$ cat config.mk
export PLATFORM = sky130hd
export DESIGN_NAME = mtr_seq
export DESIGN_NICKNAME = d
export VERILOG_FILES = /design/src/rtl/mtr_pkg.sv /design/src/rtl/mtr_seq_slew.sv /design/src/rtl/mtr_seq.sv
export SDC_FILE = /design/constraint.sdc
export NUM_CORES = 1
export LEC_CHECK = 0
export ABC_AREA = 0
export CAP_MARGIN = 20
export CORE_MARGIN = 2
export CORE_UTILIZATION = 59
export CTS_BUF_LIST = sky130_fd_sc_hd__clkbuf_4
export CTS_CLUSTER_SIZE = 28
export DETAILED_ROUTE_END_ITERATION = 6
export HOLD_SLACK_MARGIN = 0.08
export PLACE_DENSITY_LB_ADDON = 0.08
export SKIP_CTS_REPAIR_TIMING = 1
export SLEW_MARGIN = 20
export SYNTH_ARGS = -nofsm -noshare
export SYNTH_HDL_FRONTEND = slang
export SYNTH_SLANG_ARGS = --single-unit
$ cat constraint.sdc
create_clock -name clk -period 15.52 [get_ports clk]
set_input_delay 3.88 -clock clk [delete_from_list [all_inputs] [get_ports clk]]
set_output_delay 3.88 -clock clk [all_outputs]
set_load 0.03 [all_outputs]
$ cat src/rtl/mtr_pkg.sv
// Shared types and constants for the motor command sequencer.
// Speeds are 11-bit signed, kept inside a symmetric +/-1023 range.
package mtr_pkg;

    localparam int SPD_W = 11;

    localparam logic signed [SPD_W-1:0] SPD_MAX = 11'sd1023;
    localparam logic signed [SPD_W-1:0] SPD_MIN = -11'sd1023;

    typedef enum logic [1:0] {
        IDLE,
        RAMP_UP,
        HOLD,
        RAMP_DN
    } mtr_state_t;

    // Only -1024 can fall outside the symmetric range; clamp it to -1023.
    function automatic logic signed [SPD_W-1:0] sat_spd(input logic signed [SPD_W-1:0] v);
        logic signed [SPD_W-1:0] r;
        r = v;
        if (v < SPD_MIN) begin
            r = SPD_MIN;
        end else if (v > SPD_MAX) begin
            r = SPD_MAX;
        end
        return r;
    endfunction

endpackage

$ cat src/rtl/mtr_seq_slew.sv
// Per-wheel slew limiter: next speed moves toward the target by at most STEP,
// landing exactly on the target without overshoot.
module spd_slew
    import mtr_pkg::*;
#(
    parameter int unsigned STEP = 16
) (
    input  logic signed [SPD_W-1:0] cur,
    input  logic signed [SPD_W-1:0] tgt,
    output logic signed [SPD_W-1:0] nxt,
    output logic                    at_tgt
);

    localparam int EW = SPD_W + 1;
    localparam logic signed [EW-1:0] STEP_E = EW'(STEP);

    logic signed [EW-1:0] cur_e;
    logic signed [EW-1:0] tgt_e;
    logic signed [EW-1:0] diff;
    logic signed [EW-1:0] mag;
    logic signed [EW-1:0] moved;

    // One extra bit keeps target-minus-current from wrapping.
    always_comb begin
        cur_e = {cur[SPD_W-1], cur};
        tgt_e = {tgt[SPD_W-1], tgt};
        diff  = tgt_e - cur_e;
        mag   = diff[EW-1] ? -diff : diff;
        moved = diff[EW-1] ? (cur_e - STEP_E) : (cur_e + STEP_E);
        nxt   = tgt;
        if (mag > STEP_E) begin
            nxt = moved[SPD_W-1:0];
        end
    end

    assign at_tgt = (nxt == tgt);

endmodule

$ cat src/rtl/mtr_seq.sv
// Motor command sequencer: ramps both wheels to their targets, holds for a
// commanded number of ticks, ramps back to zero and pulses done.
module mtr_seq
    import mtr_pkg::*;
#(
    parameter int unsigned STEP     = 16,
    parameter int unsigned TICK_DIV = 1024,
    parameter int unsigned DUR_W    = 16
) (
    input  logic                    clk,
    input  logic                    rst_n,
    input  logic                    cmd_vld,
    output logic                    cmd_rdy,
    input  logic signed [SPD_W-1:0] cmd_lft,
    input  logic signed [SPD_W-1:0] cmd_rght,
    input  logic [DUR_W-1:0]        cmd_dur,
    input  logic                    abort,
    output logic signed [SPD_W-1:0] lft_spd,
    output logic signed [SPD_W-1:0] rght_spd,
    output logic                    busy,
    output logic                    done
);

    localparam int CNT_W = (TICK_DIV > 2) ? $clog2(TICK_DIV) : 1;
    localparam logic [CNT_W-1:0] CNT_LAST = CNT_W'(TICK_DIV - 1);

    mtr_state_t              state;
    mtr_state_t              state_nxt;
    logic [CNT_W-1:0]        tick_cnt;
    logic [DUR_W-1:0]        dur_cnt;
    logic [DUR_W-1:0]        dur_lat;
    logic signed [SPD_W-1:0] tgt_lft;
    logic signed [SPD_W-1:0] tgt_rght;
    logic signed [SPD_W-1:0] slew_tgt_lft;
    logic signed [SPD_W-1:0] slew_tgt_rght;
    logic signed [SPD_W-1:0] lft_nxt;
    logic signed [SPD_W-1:0] rght_nxt;
    logic                    lft_at;
    logic                    rght_at;
    logic                    tick;
    logic                    abort_hit;

    assign tick      = (state != IDLE) && (tick_cnt == CNT_LAST);
    assign abort_hit = abort && ((state == RAMP_UP) || (state == HOLD));
    assign cmd_rdy   = (state == IDLE);
    assign busy      = (state != IDLE);

    assign slew_tgt_lft  = (state == RAMP_DN) ? '0 : tgt_lft;
    assign slew_tgt_rght = (state == RAMP_DN) ? '0 : tgt_rght;

    spd_slew #(.STEP(STEP)) u_slew_lft (
        .cur    (lft_spd),
        .tgt    (slew_tgt_lft),
        .nxt    (lft_nxt),
        .at_tgt (lft_at)
    );

    spd_slew #(.STEP(STEP)) u_slew_rght (
        .cur    (rght_spd),
        .tgt    (slew_tgt_rght),
        .nxt    (rght_nxt),
        .at_tgt (rght_at)
    );

    // Abort takes priority over any tick-driven exit from RAMP_UP or HOLD.
    always_comb begin
        state_nxt = state;
        case (state)
            IDLE: begin
                if (cmd_vld) begin
                    state_nxt = RAMP_UP;
                end
            end
            RAMP_UP: begin
                if (abort) begin
                    state_nxt = RAMP_DN;
                end else if (tick && lft_at && rght_at) begin
                    state_nxt = (dur_lat == '0) ? RAMP_DN : HOLD;
                end
            end
            HOLD: begin
                if (abort) begin
                    state_nxt = RAMP_DN;
                end else if (tick && (dur_cnt <= DUR_W'(1))) begin
                    state_nxt = RAMP_DN;
                end
            end
            RAMP_DN: begin
                if (tick && lft_at && rght_at) begin
                    state_nxt = IDLE;
                end
            end
            default: state_nxt = IDLE;
        endcase
    end

    always_ff @(posedge clk or negedge rst_n) begin
        if (!rst_n) begin
            state    <= IDLE;
            tick_cnt <= '0;
            dur_cnt  <= '0;
            dur_lat  <= '0;
            tgt_lft  <= '0;
            tgt_rght <= '0;
            lft_spd  <= '0;
            rght_spd <= '0;
            done     <= 1'b0;
        end else begin
            state <= state_nxt;
            done  <= (state == RAMP_DN) && (state_nxt == IDLE);

            if (state == IDLE) begin
                tick_cnt <= '0;
                if (cmd_vld) begin
                    tgt_lft  <= sat_spd(cmd_lft);
                    tgt_rght <= sat_spd(cmd_rght);
                    dur_lat  <= cmd_dur;
                end
            end else begin
                tick_cnt <= tick ? '0 : tick_cnt + 1'b1;
            end

            // An abort freezes the speeds for the cycle it lands in.
            if (tick && !abort_hit) begin
                lft_spd  <= lft_nxt;
                rght_spd <= rght_nxt;
            end

            if ((state == RAMP_UP) && (state_nxt == HOLD)) begin
                dur_cnt <= dur_lat;
            end else if ((state == HOLD) && tick) begin
                dur_cnt <= dur_cnt - 1'b1;
            end
        end
    end

endmodule

==> results of run 1 <==
## layer usage
metal / track usage, % / part of all wire [%] / routed length [um]
met1: 38.3 / 46 / 7750
met2: 44.2 / 47 / 7970
met3: 3.88 / 5.3 / 893
met4: 8.05 / 1.8 / 296
met5: 0 / 0 / 0
## per-stage QoR
step           instance area, um^2  utilization, %  instances  worst slack [ns]
6_report                      7970            67.2        973              8.89
5_1_grt                       7970            67.2        973              8.42
4_1_cts                       7970            67.2        973              8.94
3_5_place_dp                  7850            66.1        957              9.01
3_3_place_gp                  7850            66.1        957              9.32
2_1_floorplan                 7100               -        764              9.42
## cell usage after synthesis (5+ instances only)
cell type	count	area share, %
nor2_1	46	2.4
or2_2	5	0.44
a31oi_1	9	0.79
nand4_1	13	1.1
o31ai_1	5	0.53
nor3_1	13	0.92
mux2_4	11	2.3
and3_1	5	0.44
mux2i_1	13	1.8
mux2_2	49	7.8
nand2_1	52	2.8
a21o_1	8	0.85
o21bai_1	8	0.85
o21ai_0	34	2.4
xnor2_1	33	4.1
a211oi_1	10	1.1
or4_1	5	0.53
clkbuf_1	15	0.79
o31a_1	5	0.62
nor2b_1	24	2.1
nor4_1	19	1.7
xor2_1	24	3.0
inv_1	49	2.6
a21oi_1	36	2.5
dfrtp_1	89	31
ha_1	39	6.9
o211ai_1	10	1.1
buf_2	6	0.42
or3_1	10	0.88
nand2b_1	13	1.1
nand3_1	22	1.6
## area by class of cell
type	count	area, um^2
clock buffers	10	75.1
clock inverters	6	51.3
fillers	995	3890
inverters	50	188
multi-input cells	601	4560
flip-flops and latches	89	2230
well taps	147	184
repair buffers	70	688
## critical path: stages, from the launching register on
cell	delay, ns
dfrtp_1	0.47
ha_1	0.18
buf_4	0.31
inv_1	0.31
nand2_1	0.22
inv_1	0.06
ha_1	0.21
or3b_2	0.50
or3_1	0.34
o21ai_1	0.59
inv_1	0.26
fa_1	0.47
xnor2_1	0.34
nand4_1	0.14
o31ai_1	0.08
a21oi_1	0.10
nor4_1	0.36
nand4_1	0.13
o32ai_1	0.13
o21ba_2	0.21
a211oi_4	0.29
mux2_4	0.46
mux2_4	0.33
## report_power, final
group / switching (mW) / internal, mW / total, mW
Clock: 0.0861 / 0.0367 / 0.123
Combinational: 0.760 / 0.587 / 1.35
Sequential: 0.0783 / 0.312 / 0.391
Total: 0.924 / 0.936 / 1.86
## cells in the final DEF, fill, tap and decap left out, drive strengths merged, types with 35 or more instances in the layout
cell type       n
mux2           60
clkdlybuf4s50  65
o21ai          37
xnor2          35
a21oi          37
dfrtp          89
nand2          52
nor2           46
inv            52
ha             39
## flip-flops by register name, indices dropped and copies added (netlist names)
signal	count
lft_spd	11
dur_cnt	16
state	2
rght_spd	11
done	1
dur_lat	16
tgt_lft	11
tick_cnt	10
tgt_rght	11
## worst max path at each step
stage             start     endpoint  slack [ns]  cells after the start
2_1_floorplan  state[0]  dur_cnt[10]        9.42                     25
3_3_place_gp   state[0]  dur_cnt[14]        9.32                     22
3_5_place_dp   state[0]   dur_cnt[9]        9.01                     22
4_1_cts        state[0]  dur_cnt[15]        8.94                     22
5_1_grt        state[0]  dur_cnt[14]        8.42                     22
6_report       state[0]  dur_cnt[15]        8.89                     22
## cells by family after synthesis
| kind of cell | count (synthesis) |
|---|---|
| and+or+nand+nor | 251 |
| buffers and inverters | 74 |
| muxes | 73 |
| AOI/OAI and AO/OA | 175 |
| xor gates and xnor gates | 60 |
| DFF | 89 |
| adders and majority gates | 42 |
==> run metrics, run 1 <==
R2R Path End dur_cnt[15]; Yosys warnings 0; async set-reset flop share out of synthesis 100%; Initial DRC Count roughly 550; H-tree Lvls 3; worst hold slack between 0.4 and 0.5 ns; Slew Limit Headroom between 40 and 50%; Max Slew Vio Count 0; CTS buffer count 9; Period Utilization, post-route between 40% and 50%; startpoint types flip-flop; clk buf depth 2; CP Capture Type flip-flop; CP arrival about 7.0 ns; post-synthesis cell count ~760; Power Density between 200 and 250 nW/um^2; setup TNS after final layout 0 ns; Max Cap Viol 0; Initial Utilization about 60%; gpl congestion 0.997; Worst Hold Class reg -> reg; Leak about 3.4 nW; share of cells above drive strength 1 around an eighth; Worst Path Required 15.85 ns; reg2reg path depth 22; Worst Path Max Fanout 33; Vias ~6000; antenna-violating nets left 0; fraction of the mapped netlist area in simple logic gates 19.1%; Peak VDD IR around 110 uV; Reg2Reg Launch Point state[0]; Sink Count between 80 and 90; share of the yosys chip area belonging to registers 31.4%; adder-cell area share of the yosys netlist just under 8%; Netlist Area Pre-Place roughly 7100 um^2; Die ar. approximately 13000 um^2; minimum clock period ~6.6 ns; mux share of post-synthesis cell area approximately an eighth; hold_sp tick_cnt[0]; Setup Viol. Count Final 0; nets about 910; main combinational cell family by area after synthesis simple AND/OR/NAND/NOR gates; Power, Total between 1.5 and 2 mW; post-DP HPWL ~13 mm; Hold Crit Depth 1; Compound-Gate Fraction of Synth Area about 18%; syn_nets about 850; Netlist cell types 82; core area 11900 um^2; antenna fix cells 0; status finished, final reports clean; first-pass GRT wire length 28.6 mm; grt ovf 0; CTS tree built; Post-Synth XOR/XNOR Area approximately 7.8%; I/O Pins 67; Area growth syn-to-layout 12.4%; DRC errors left 0; CTS root buf clkbuf_4; vias per cell between 6 and 7; WL per Instance between 15 and 20 um; DR pass1 iterations 7; clk slew on worst S/H paths 0.15 ns; crit path kind reg -> reg; Tot GR Track Use 27.2%; Row Count 40; FF-to-FF setup slack between 8 and 9 ns; Post-synth top flop dfrtp_1; number of synthesized flops with an enable pin 0; register bit total from synthesis 89; vias in the first global route 5883; drt total wl approximately 17 mm; largest net degree at the start of global routing 47; die height 114 um; initial antenna violation count 0; Setup Skew roughly 0.026 ns; hold endpoint tick_cnt[0]; RSZ-0062 raised after global routing false; Hold Violations, Final 0; clock latency on the worst-skew pair 0.45 ns; PortBufs 66; die width between 100 and 150 um; Syn Area/Cell around 9.3 um^2; Tightest Pin Transition ~0.78 ns; f_max between 150 and 200 MHz
Power figures use the tool's default switching activity.
==> inputs of run 2 (changes only) <==
--- a/config.mk
+++ b/config.mk
@@ -8,7 +8,7 @@
 export ABC_AREA = 0
 export CAP_MARGIN = 20
 export CORE_MARGIN = 2
-export CORE_UTILIZATION = 59
+export CORE_UTILIZATION = 54
 export CTS_BUF_LIST = sky130_fd_sc_hd__clkbuf_4
 export CTS_CLUSTER_SIZE = 28
 export DETAILED_ROUTE_END_ITERATION = 6
==> constraint.sdc (replaced) <==
create_clock -name clk -period 6 [get_ports clk]
set_input_delay 1.5 -clock clk [delete_from_list [all_inputs] [get_ports clk]]
set_output_delay 1.5 -clock clk [all_outputs]
set_load 0.03 [all_outputs]
==> run metrics, run 2 (synthesized netlist as in run 1, its figures left out) <==
PortBufs 66; commonest non-fill, non-tap cells in the layout dfrtp_1, clkdlybuf4s50_1, nand2_1; met3 wire len approximately 610 um; Hold Violations, Final 0; Vias between 6000 and 7000; Die ar. approximately 14000 um^2; clk slew on worst S/H paths about 0.14 ns; Regs by FF count dur_cnt (16), dur_lat (16); CP arrival approximately 6.0 ns; Int Power approximately 2.5 mW; f_max around 180 MHz; die width approximately 120 um; I/O Pins 67; Setup Skew approximately 0.017 ns; vias per cell 6.03; die height between 100 and 150 um; CTS tree built; Slew Limit Headroom between 50% and 60%; share of cells above drive strength 1 between 15 and 20%; CP Capture Type flip-flop; status finished, final reports clean; sequential power share 20.5%; Power Density roughly 600 nW/um^2; Initial Utilization between 50% and 60%; antenna fix cells 0; drt total wl about 17 mm; Worst Hold Class reg -> reg; Hold Crit Depth 1; Worst Path Required around 6.3 ns; Worst Path Max Fanout 32; met1 wire length 8.29 mm; switch share between 40% and 50%; Period Utilization, post-route between 90% and 100%; Reg2Reg Launch Point state[0]; CTS root buf clkbuf_4; post-DP HPWL about 13 mm; hold_sp tick_cnt[0]; Top delay family on crit path compound AO/OA/AOI/OAI gates; largest net degree at the start of global routing between 50 and 60; grt ovf 0; critical path buffer and inverter count 2; crit path cell chain ha_1 -> buf_12 -> nor2b_1 -> ha_2 -> a21o_1 -> a21oi_2 -> a21oi_2 -> o31ai_4 -> ha_1 -> a21o_1 -> a21oi_2 -> o21bai_1 -> a21oi_1 -> xor2_1 -> or4b_2 -> a21oi_1 -> a41o_1 -> nand3_1 -> a211oi_4 -> buf_4 -> mux2_4 -> mux2_4; Setup Viol. Count Final 0; clock latency on the worst-skew pair about 0.45 ns; slowest cell delay on critical path between 0.6 and 0.7 ns; highest routed layer met4; initial antenna violation count 0; Tightest Pin Transition 0.664 ns; Leak roughly 3.4 nW; cell mode on critical path a21oi_2; gpl congestion ~0.94; Tot GR Track Use between 20% and 30%; crit path kind reg -> reg; DR WL met2 around 7.9 mm; vias in the first global route 5834; Max Slew Vio Count 0; startpoint types flip-flop; Power, Total just under 5 mW; Peak VDD IR 363 uV; clk buf depth 2; nets between 900 and 1000; WL per Instance about 17 um; FF-to-FF setup slack approximately 0.33 ns; DR pass1 iterations 6; Max Cap Viol 0; most common cell after layout, fill and taps aside dfrtp_1; RSZ-0062 raised after global routing false; minimum clock period 5.67 ns; setup TNS after final layout 0 ns; antenna-violating nets left 0; Initial DRC Count 408; first-pass GRT wire length ~29 mm; CTS buffer count 9; H-tree Lvls 3; core area around 13000 um^2; Row Count 41; Area growth syn-to-layout 14.5%; CP max stage cell or4b_2; DRC errors left 0; Sink Count 89; fin util between 60% and 70%; R2R Path End dur_cnt[14]; clock share of power just under 7%; NetSw approximately 2.4 mW; hold endpoint tick_cnt[0]; Gate power share between 70% and 80%; reg2reg path depth 22
-- run 2: final cells by class --
| cell class | instances | area (um^2) |
|---|---|---|
| multi-input combinational | 602 | 4620 |
| fill | 1118 | 4600 |
| sequential | 89 | 2230 |
| timing repair buffer | 74 | 734 |
| tap | 172 | 215 |
| inverter | 50 | 188 |
| clock buffer | 10 | 75.1 |
| clock inverter | 6 | 67.6 |
-- run 2: power groups by stage --
stage	clock network (mW)	logic, mW	registers (mW)
after global placement	0	3.36	1.01
after global routing	0.377	3.95	1.04
final	0.344	3.59	1.02
after detailed placement	0	3.46	1.02
after CTS	0.355	3.49	1.01
after floorplan	0	2.77	0.956
-- run 2: worst max path at each step --
stage | from | end | slack, ns | cells after the start
after CTS | state[0] | dur_cnt[14] | 0.17 | 21
after global routing | state[0] | dur_cnt[15] | 0.03 | 22
final | state[0] | dur_cnt[14] | 0.33 | 22
after floorplan | state[0] | dur_cnt[10] | 0.03 | 25
after detailed placement | state[0] | dur_cnt[11] | 0.22 | 21
after global placement | state[0] | dur_cnt[9] | 0.33 | 21
-- run 2: metrics by stage --
stage	hold WS, ns	instance area (um^2)	std cells	setup slack [ns]
after floorplan	0.450	7100	764	0.0327
after global placement	0.473	7920	985	0.330
after detailed placement	0.486	7920	985	0.223
after CTS	0.505	8060	1001	0.165
after global routing	0.535	8130	1003	0.0253
final	0.496	8130	1003	0.326
-- run 2: metal layers --
metal	up-vias	track usage [%]
met5	-	0
met4	0	8.04
met3	27	2.41
met2	167	39.2
met1	2920	35.5
li1	2937	-
-- run 2: worst register-to-register path: cells and delay by family (launching register included) --
family	cells	cell delay, ns
xor gates and xnor gates	1	0.15
DFF	1	0.47
muxes	2	0.68
AOI/OAI and AO/OA	11	2.03
adders and majority gates	3	0.92
and+or+nand+nor	3	0.95
buffers and inverters	2	0.37
==> inputs of run 3 (changes only) <==
--- a/config.mk
+++ b/config.mk
@@ -7,14 +7,16 @@
 export LEC_CHECK = 0
 export ABC_AREA = 0
 export CAP_MARGIN = 20
-export CORE_MARGIN = 2
-export CORE_UTILIZATION = 54
+export CORE_MARGIN = 3
+export CORE_UTILIZATION = 59
 export CTS_BUF_LIST = sky130_fd_sc_hd__clkbuf_4
 export CTS_CLUSTER_SIZE = 28
 export DETAILED_ROUTE_END_ITERATION = 6
+export DONT_BUFFER_PORTS = 1
 export HOLD_SLACK_MARGIN = 0.08
 export PLACE_DENSITY_LB_ADDON = 0.08
 export SKIP_CTS_REPAIR_TIMING = 1
+export SKIP_LAST_GASP = 1
 export SLEW_MARGIN = 20
 export SYNTH_ARGS = -nofsm -noshare
 export SYNTH_HDL_FRONTEND = slang
==> run metrics, run 3 (synthesized netlist as in run 1, its figures left out) <==
startpoint types flip-flop; clk buf depth 2; CP arrival 6.00 ns; gpl congestion 0.884; crit path cell chain ha_1 -> buf_4 -> nor2b_1 -> ha_1 -> a21o_1 -> a21oi_1 -> o21bai_1 -> o31ai_4 -> buf_4 -> inv_2 -> fa_1 -> nor2b_1 -> nor3_1 -> o21bai_1 -> a21oi_1 -> xnor2_1 -> xnor2_1 -> a41o_1 -> nand3_1 -> a211oi_4 -> mux2_4 -> mux2_4; drt total wl 16.5 mm; CTS root buf clkbuf_4; Slew Limit Headroom 47.4%; most common cell after layout, fill and taps aside dfrtp_1; die width 116 um; worst hold slack between 0.5 and 0.6 ns; share of cells above drive strength 1 15.7%; Worst Path Max Fanout 17; clk slew on worst S/H paths roughly 0.16 ns; slowest cell delay on critical path 0.46 ns; I/O Pins 67; multi-input logic area approximately 4600 um^2; Vias ~5800; Leak 3.18 nW; Hold Violations, Final 0; Sink Count 89; Tightest Pin Transition roughly 0.79 ns; commonest non-fill, non-tap cells in the layout dfrtp_1, nand2_1, mux2_2; fill cell count slightly below 1000; antenna-violating nets left 0; vias per cell about 6.3; post-DP HPWL approximately 13 mm; Die ar. around 13000 um^2; status finished, final reports clean; CP Capture Type flip-flop; crit path kind reg -> reg; Initial DRC Count just under 500; vias in the first global route between 5000 and 6000; Row Count 39; Period Utilization, post-route a little over nine tenths; CTS tree built; antenna fix cells 0; CTS buffer count 9; H-tree Lvls 3; Setup Skew 0.0220 ns; minimum clock period 5.66 ns; Worst Hold Class reg -> reg; Power, Total 4.84 mW; f_max around 180 MHz; die height roughly 120 um; Area growth syn-to-layout 4.46%; CP max stage cell dfrtp_1; Worst Path Required around 6.3 ns; Tot GR Track Use between 20% and 30%; Regs by FF count dur_cnt (16), dur_lat (16); Setup Viol. Count Final 0; WL per Instance about 18 um; register area approximately 2200 um^2; first-pass GRT wire length roughly 27 mm; Max Slew Vio Count 0; Max Cap Viol 0; nets 851; DR pass1 iterations 5; PortBufs 0; setup TNS after final layout 0 ns; Power Density roughly 650 nW/um^2; Initial Utilization 61.4%; Peak VDD IR roughly 390 uV; initial antenna violation count 0; clock latency on the worst-skew pair 0.45 ns; core area approximately 12000 um^2; largest net degree at the start of global routing 90; DRC errors left 0; grt ovf 0
==> run 3: cell count changes in the layout (fill, tap and decap cells not counted), sizes merged <==
cell,delta
inv,+4
clkbuf,-1
clkinvlp,-1
buf,+7
clkdlybuf4s50,-65
clkinv,-1
bufinv,-1
mux2,-1
==> run 3: power by group <==
group | internal (mW) | switching (mW)
Combinational | 1.55 | 1.95
Clock | 0.0943 | 0.230
Sequential | 0.808 | 0.209
Total | 2.45 | 2.39
==> run 3: per-stage QoR <==
stage | setup WS, ns | instance area [um^2] | std cells | util (%)
2_1_floorplan | 0.0327 | 7100 | 764 | -
3_3_place_gp | 0.419 | 7240 | 894 | 62.6
5_1_grt | -0.0202 | 7410 | 915 | 64.1
3_5_place_dp | 0.235 | 7240 | 894 | 62.6
4_1_cts | 0.209 | 7370 | 910 | 63.7
6_report | 0.338 | 7410 | 915 | 64.1
==> run 3: path summary, 6_finish.rpt <==
check,from,to,slack (ns),cells past startpoint
min reg2reg,tgt_lft[0],tgt_lft[0],0.50,2
min in group asynchronous,rst_n,lft_spd[3],0.71,0
max reg2reg,state[0],dur_cnt[15],0.34,22
min,tgt_lft[0],tgt_lft[0],0.50,2
max,state[0],dur_cnt[15],0.34,22
max in group asynchronous,rst_n,rght_spd[2],5.13,0
==> run 3: layer usage <==
layer	global-route usage, %	share of wire [%]	up-vias
met5	0	0	-
met4	5.72	1.2	0
met3	5.74	5.6	19
met2	40.1	46	168
met1	35.7	47	2784
li1	-	-	2808
==> run 3: worst max-delay path, delay by kind of cell, from the launching register on <==
family	cells	cell delay (ns)
AO/OA/AOI/OAI	8	1.72
XOR/XNOR	2	0.56
adder cells (fa/ha/maj)	3	1.02
buffers and inverters	3	0.45
flip-flops	1	0.46
multiplexers	2	0.79
AND/OR/NAND/NOR	4	0.54
==> run 3: final cells by class <==
| cell class | count | area share, % |
|---|---|---|
| clock inverter | 7 | 0.810 |
| inverter | 50 | 2.53 |
| timing repair buffer | 16 | 1.62 |
| multi-input combinational | 601 | 61.7 |
| tap | 143 | 2.41 |
| clock buffer | 9 | 0.912 |
| sequential | 89 | 30.0 |
